`config.mk`:
```
export PLATFORM = sky130hd
export DESIGN_NAME = etapa_escritura
export DESIGN_NICKNAME = d
export VERILOG_FILES = /design/src/rtl/etapa_escritura.sv
export SDC_FILE = /design/constraint.sdc
export NUM_CORES = 1
export LEC_CHECK = 0
export ABC_AREA = 1
export CELL_PAD_IN_SITES_DETAIL_PLACEMENT = 2
export CELL_PAD_IN_SITES_GLOBAL_PLACEMENT = 2
export CORE_ASPECT_RATIO = 0.6
export CORE_MARGIN = 4
export CORE_UTILIZATION = 32
export DETAILED_ROUTE_END_ITERATION = 6
export PLACE_DENSITY_LB_ADDON = 0.1
export SYNTH_ARGS = -nofsm -noshare
export SYNTH_HDL_FRONTEND = slang
export SYNTH_SLANG_ARGS = --single-unit
```
`constraint.sdc`:
```
create_clock -name clk -period 2.5 [get_ports clk]
set_input_delay 0.5 -clock clk [delete_from_list [all_inputs] [get_ports clk]]
set_output_delay 0.5 -clock clk [all_outputs]
set_load 0.01 [all_outputs]
```
`src/rtl/etapa_escritura.sv`:
```
// -----------------------------------------------------------------------------
// etapa_escritura -- writeback stage of the 32-bit pipelined processor.
//
// Consumes the MEM/WB pipeline register outputs, picks the writeback value
// (ALU or memory result), commits it to the 16-entry general register file,
// serves the two decode-stage read ports with optional same-cycle bypass,
// publishes a registered record of the last committed write for EX-stage
// forwarding, and counts committed writes for performance monitoring.
//
// Ports:
//   clk            system clock, all state updates on the rising edge
//   rst            synchronous active-high reset
//   result_alu_in  ALU result from MEM/WB
//   result_mem_in  data-memory result from MEM/WB
//   dir_wb_in      destination register address
//   sel_wb_in      writeback source select (1 = memory, 0 = ALU)
//   reg_wr_in      register write enable
//   dir_a, dir_b   decode-stage read addresses
//   dato_a, dato_b combinational read data (with bypass when BYPASS != 0)
//   fwd_valido     a write committed on the previous rising edge
//   fwd_dir        address of the last committed write
//   fwd_dato       data of the last committed write
//   cuenta_wb      committed writes since reset (wraps silently)
// -----------------------------------------------------------------------------
module etapa_escritura #(
  parameter int ANCHO  = 32,
  parameter int NREG   = 16,
  parameter int BYPASS = 1
) (
  input  logic             clk,
  input  logic             rst,
  input  logic [ANCHO-1:0] result_alu_in,
  input  logic [ANCHO-1:0] result_mem_in,
  input  logic [3:0]       dir_wb_in,
  input  logic             sel_wb_in,
  input  logic             reg_wr_in,
  input  logic [3:0]       dir_a,
  input  logic [3:0]       dir_b,
  output logic [ANCHO-1:0] dato_a,
  output logic [ANCHO-1:0] dato_b,
  output logic             fwd_valido,
  output logic [3:0]       fwd_dir,
  output logic [ANCHO-1:0] fwd_dato,
  output logic [31:0]      cuenta_wb
);

  localparam bit BYP_EN = (BYPASS != 0);

  // Writeback source mux.
  function automatic logic [ANCHO-1:0] sel_dato_wb(
    input logic             sel_mem,
    input logic [ANCHO-1:0] alu,
    input logic [ANCHO-1:0] mem
  );
    return sel_mem ? mem : alu;
  endfunction

  // Read port with same-cycle bypass of the in-flight write.
  function automatic logic [ANCHO-1:0] leer_puerto(
    input logic [3:0]       dir,
    input logic [ANCHO-1:0] almacenado,
    input logic             vld,
    input logic [3:0]       dir_wb,
    input logic [ANCHO-1:0] dato_wb
  );
    if (BYP_EN && vld && (dir == dir_wb))
      return dato_wb;
    return almacenado;
  endfunction

  // Free-running commit counter; wraps from all-ones to zero with no flag.
  function automatic logic [31:0] inc_cuenta(input logic [31:0] c);
    return c + 32'd1;
  endfunction

  logic [ANCHO-1:0] banco [NREG];

  logic [ANCHO-1:0] dato_wb_p0;
  logic             vld_p0;

  logic             vld_p1;
  logic [3:0]       fwd_dir_p1;
  logic [ANCHO-1:0] fwd_dato_p1;
  logic [31:0]      cuenta_p1;

  // ---- stage p0: writeback value and commit qualifier (combinational) ----
  // A write presented while rst is high is discarded, so it is neither a
  // commit nor a bypass source.
  always_comb begin
    dato_wb_p0 = sel_dato_wb(sel_wb_in, result_alu_in, result_mem_in);
    vld_p0     = reg_wr_in & ~rst;
  end

  always_comb begin
    dato_a = leer_puerto(dir_a, banco[dir_a], vld_p0, dir_wb_in, dato_wb_p0);
    dato_b = leer_puerto(dir_b, banco[dir_b], vld_p0, dir_wb_in, dato_wb_p0);
  end

  // ---- stage p1: register file commit ----
  // The architectural state must read zero after reset, so the array itself
  // is cleared, not just the control path.
  always_ff @(posedge clk) begin
    if (rst) begin
      for (int i = 0; i < NREG; i++)
        banco[i] <= '0;
    end else if (vld_p0) begin
      banco[dir_wb_in] <= dato_wb_p0;
    end
  end

  // ---- stage p1: forward record and commit counter ----
  always_ff @(posedge clk) begin
    if (rst) begin
      vld_p1      <= 1'b0;
      fwd_dir_p1  <= '0;
      fwd_dato_p1 <= '0;
      cuenta_p1   <= '0;
    end else begin
      vld_p1 <= reg_wr_in;
      if (reg_wr_in) begin
        fwd_dir_p1  <= dir_wb_in;
        fwd_dato_p1 <= dato_wb_p0;
        cuenta_p1   <= inc_cuenta(cuenta_p1);
      end
    end
  end

  assign fwd_valido = vld_p1;
  assign fwd_dir    = fwd_dir_p1;
  assign fwd_dato   = fwd_dato_p1;
  assign cuenta_wb  = cuenta_p1;

endmodule

```
==> results list <==
- The number of global-route vias before repair was 37400.
* Max H-tree Level: 3
- Async set-reset flop share out of synthesis: 0%
* Measured slew at the worst slew-check pin: approximately 640 ps
* TritonCTS clock tree: built
* CTS Root Cell: sky130_fd_sc_hd__clkbuf_16
* Final GP Congestion: 0.870
- Part of the Yosys area used for sequential elements: between 50 and 60%
- The top cell type by area accounts for approximately 48% of the synthesized area.
- For this run, the number of Yosys warnings is 0.
- Full die area: ~110000 sq um
* Post-synth EDFFs: between 500 and 600
* Wire length of the first global-routing pass: 275 mm
- Average via count per standard cell: around 5.9
- Syn-to-layout area delta: 42.0%
- Detailed Place HPWL: between 100 and 150 mm
- Startpoint type of the worst setup path: input pin
* Cell area reported after detailed placement: ~40000 sq um
* Maximum buffer depth of the clock tree: 3
- The detailed router placed ~36000 vias in this run.
- Mapped Area: between 30000 and 40000 sq um
* Flip-flop cell with the highest count after synthesis: sky130_fd_sc_hd__edfxtp_1
- The floorplan has 89 rows.
- For this run, the post-layout net count is 4900.
* Core Footprint: 99200 sq um
* Final routed wire length divided by cell count: between 30 and 40 um
- Syn Inst Count: roughly 4300
* Die outline height: 254 um
- The final reports fail on negative setup slack.
- Data arrives at the worst endpoint at about 2200 ps.
- Setup repair after global routing could not meet its margin everywhere.
* Pin count of the biggest net entering global routing: 52
- Dividing total power by cell area gives a power density of between 600 and 700 nW/um^2.
- Mean instance size in the synthesized netlist: ~7.6 sq um
* Post-layout instance count excluding filler cells: approximately 6200
- Counting distinct cell types in the post-synthesis netlist gives 31.
* Final Hold Vio Count: 0
- For the worst-skew pair, the clock arrives at the later sink with an insertion delay of 650 ps.
* CTS clock-pin slew for the worst setup and hold paths: approximately 60 ps
* Slew Limit Headroom: between 50 and 60%
- Maximum VDD drop: ~0.00073 V
- Global routing used between 30% and 40% of the available tracks.
- Highest net fanout along the worst path: 8
- Setup CP Type: input pin to output port
- Residual overflow from global routing: 0
- Synth top area cells: sky130_fd_sc_hd__edfxtp_1, sky130_fd_sc_hd__nand2_1, sky130_fd_sc_hd__nand3_1
* Clock period minus final worst setup slack: 2650 ps
* Number of buffers inserted during clock tree synthesis: between 60 and 70
- Die Wd: between 400 and 500 um
- Min-Delay Path Class: input pin to register
* Crit path setup slack, layout: -151 ps
- Post-route cell area: between 40000 and 50000 sq um
* Count of filler cells inserted in the layout: approximately 11000
- The max-slew violation total from the final report was 0.
- Pin placement for this block handled approximately 210 I/O pins.
- Wire length after detailed routing: about 200 mm
* Post-synth net total: roughly 4400
- Final-layout worst hold slack: 284 ps
* Buffers added on ports: approximately 210
- Count of TritonRoute iterations in the first routing pass: 5
- Summed over all failing endpoints, the final setup total negative slack is -2680 ps.
- Max Clk Rate: roughly 0.38 GHz
* Worst Setup End Kind: output port
- In the routed design, unresolved DRC markers number 0.
- The analysis attributes to cell leakage a power of roughly 20 nW.
- The count of nets left with antenna violations once routing finished came out at 0.
* Post-CTS Hold Fix Bufs: 0
- The initial utilization of the core area, before any placement, comes to between 30 and 40%.
- Counting every sink on the clock net gives a little under 600.
* DRC violation total after the first TritonRoute iteration: 4346
- The post-route netlist has around a quarter of its cells at a drive strength greater than 1.
* Share of the core filled with cells in the final layout: a little under half
- Synth Register Bits: 581
- The flow ran to the end, but the final reports show violations.
* Final worst-path cycle share: 106%
- Count of endpoints failing setup in the final report: between 40 and 50
- Across the run, the number of max-cap violations was 0.
* Placed Cells incl. Taps: 5917
- Setup Skew: 8.03 ps
- Number of antenna violations at the first check in global routing: 10
* Largest area contributor in the synthesized netlist: sky130_fd_sc_hd__edfxtp_1
- WP data required: 2000 ps
[worst max-delay path, cell delays in order]
cell and delay (ps):
sky130_fd_sc_hd__clkbuf_16 170, sky130_fd_sc_hd__buf_16 160, sky130_fd_sc_hd__buf_8 130, sky130_fd_sc_hd__buf_12 150, sky130_fd_sc_hd__buf_12 130, sky130_fd_sc_hd__buf_12 130, sky130_fd_sc_hd__nand2_1 80, sky130_fd_sc_hd__nand3_1 100
sky130_fd_sc_hd__nand3_1 100, sky130_fd_sc_hd__nand2_1 70, sky130_fd_sc_hd__nand2_1 70, sky130_fd_sc_hd__nand2_2 80, sky130_fd_sc_hd__nand2_2 60, sky130_fd_sc_hd__nand2_1 60, sky130_fd_sc_hd__buf_2 140
[routing by layer]
metal | track usage (%) | up-vias | share of wire, %
li1 | - | 15100 | -
met1 | 50.6 | 18700 | 43
met4 | 12.6 | 2 | 4.4
met2 | 53.9 | 2089 | 42
met5 | 0 | - | 0.0064
met3 | 8.01 | 540 | 10
[layout by cell type (no fill, tap or decap), types with 6 or more instances in the layout]
master and instances:
sky130_fd_sc_hd__dfxtp_1 69, sky130_fd_sc_hd__nor2_1 570, sky130_fd_sc_hd__bufinv_16 7, sky130_fd_sc_hd__o21ai_0 11
sky130_fd_sc_hd__edfxtp_1 512, sky130_fd_sc_hd__nand4_1 8, sky130_fd_sc_hd__buf_8 16, sky130_fd_sc_hd__clkbuf_1 21
sky130_fd_sc_hd__nand2_1 1506, sky130_fd_sc_hd__bufbuf_16 6, sky130_fd_sc_hd__nand2_2 159, sky130_fd_sc_hd__a21oi_1 14
sky130_fd_sc_hd__buf_4 321, sky130_fd_sc_hd__clkdlybuf4s50_1 133, sky130_fd_sc_hd__buf_6 74, sky130_fd_sc_hd__nand2_4 23
sky130_fd_sc_hd__buf_16 32, sky130_fd_sc_hd__o211ai_1 36, sky130_fd_sc_hd__inv_1 88, sky130_fd_sc_hd__nand3_2 115
sky130_fd_sc_hd__inv_2 37, sky130_fd_sc_hd__xor2_1 6, sky130_fd_sc_hd__buf_12 166, sky130_fd_sc_hd__clkinv_1 9
sky130_fd_sc_hd__clkinv_2 10, sky130_fd_sc_hd__buf_2 47, sky130_fd_sc_hd__nand3_1 736, sky130_fd_sc_hd__clkbuf_16 86
[where the power goes]
group | total [mW] | leakage [nW] | internal [mW] | switching [mW]
Sequential | 11.4 | 5.45 | 11.1 | 0.358
Clock | 10.6 | 1.07 | 6.01 | 4.58
Combinational | 6.04 | 13.3 | 2.25 | 3.78
Total | 28.1 | 19.8 | 19.4 | 8.72
[sequential cells by signal, indices dropped and copies added (netlist names)]
name        count
banco         512
cuenta_wb      32
fwd_dato       32
fwd_dir         4
fwd_valido      1
[final cells by class]
| class | count | area (sq um) | area share [%] |
|---|---|---|---|
| sequential | 581 | 16800 | 36.5 |
| multi-input combinational | 3224 | 14900 | 32.4 |
| timing repair buffer | 811 | 9830 | 21.4 |
| clock buffer | 95 | 1900 | 4.14 |
| tap | 1319 | 1650 | 3.60 |
| inverter | 134 | 551 | 1.20 |
| clock inverter | 24 | 293 | 0.638 |
| timing repair inverter | 1 | 30.0 | 0.0655 |
| antenna | 2 | 5.00 | 0.0109 |
[stage by stage]
stage	setup WS, ps	power (mW)
after CTS	-83.5	27.4
after global routing	-196	28.8
after floorplan	32.4	13.7
final	-151	28.1
after detailed placement	-850	16.6
after global placement	-769	16.4
[Yosys cell counts, types with 14 or more instances]
master,number
sky130_fd_sc_hd__nand2_1,1690
sky130_fd_sc_hd__nand3_1,855
sky130_fd_sc_hd__nor2_1,572
sky130_fd_sc_hd__inv_2,36
sky130_fd_sc_hd__buf_4,23
sky130_fd_sc_hd__edfxtp_1,512
sky130_fd_sc_hd__dfxtp_1,69
sky130_fd_sc_hd__buf_1,37
sky130_fd_sc_hd__buf_2,154
sky130_fd_sc_hd__inv_1,96
sky130_fd_sc_hd__a21oi_1,14
sky130_fd_sc_hd__o211ai_1,36
sky130_fd_sc_hd__clkbuf_1,117
[path summary, 6_finish.rpt]
check                 from             to  slack (ps)  depth (start not counted)
max               dir_b[0]      dato_b[1]        -150                         15
max reg2reg  cuenta_wb[19]  cuenta_wb[23]         520                          8
min reg2reg   fwd_dato[20]   fwd_dato[20]         490                          2
min                    rst     fwd_valido         280                          4
[what timing repair did]
action,CTS,global route
hold endpoints to repair,0,0
gates resized for setup,472,321
endpoints found under the setup margin,64,63
buffers inserted,88,42
pin swaps,57,138
gates cloned,24,13
[kinds of logic (layout without fill, tap and decap cells)]
kind of cell / Yosys count / in the layout / synth area share [%]
AO/OA/AOI/OAI: 73 / 73 / 1.46
other: 0 / 2 / 0
AND/OR/NAND/NOR: 3141 / 3141 / 40.1
adder cells (fa/ha/maj): 1 / 1 / 0.0387
buffers and inverters: 467 / 1065 / 6.33
XOR/XNOR: 9 / 9 / 0.244
flip-flops: 581 / 581 / 51.9
Note: power is estimated with default switching activity, not from simulation.
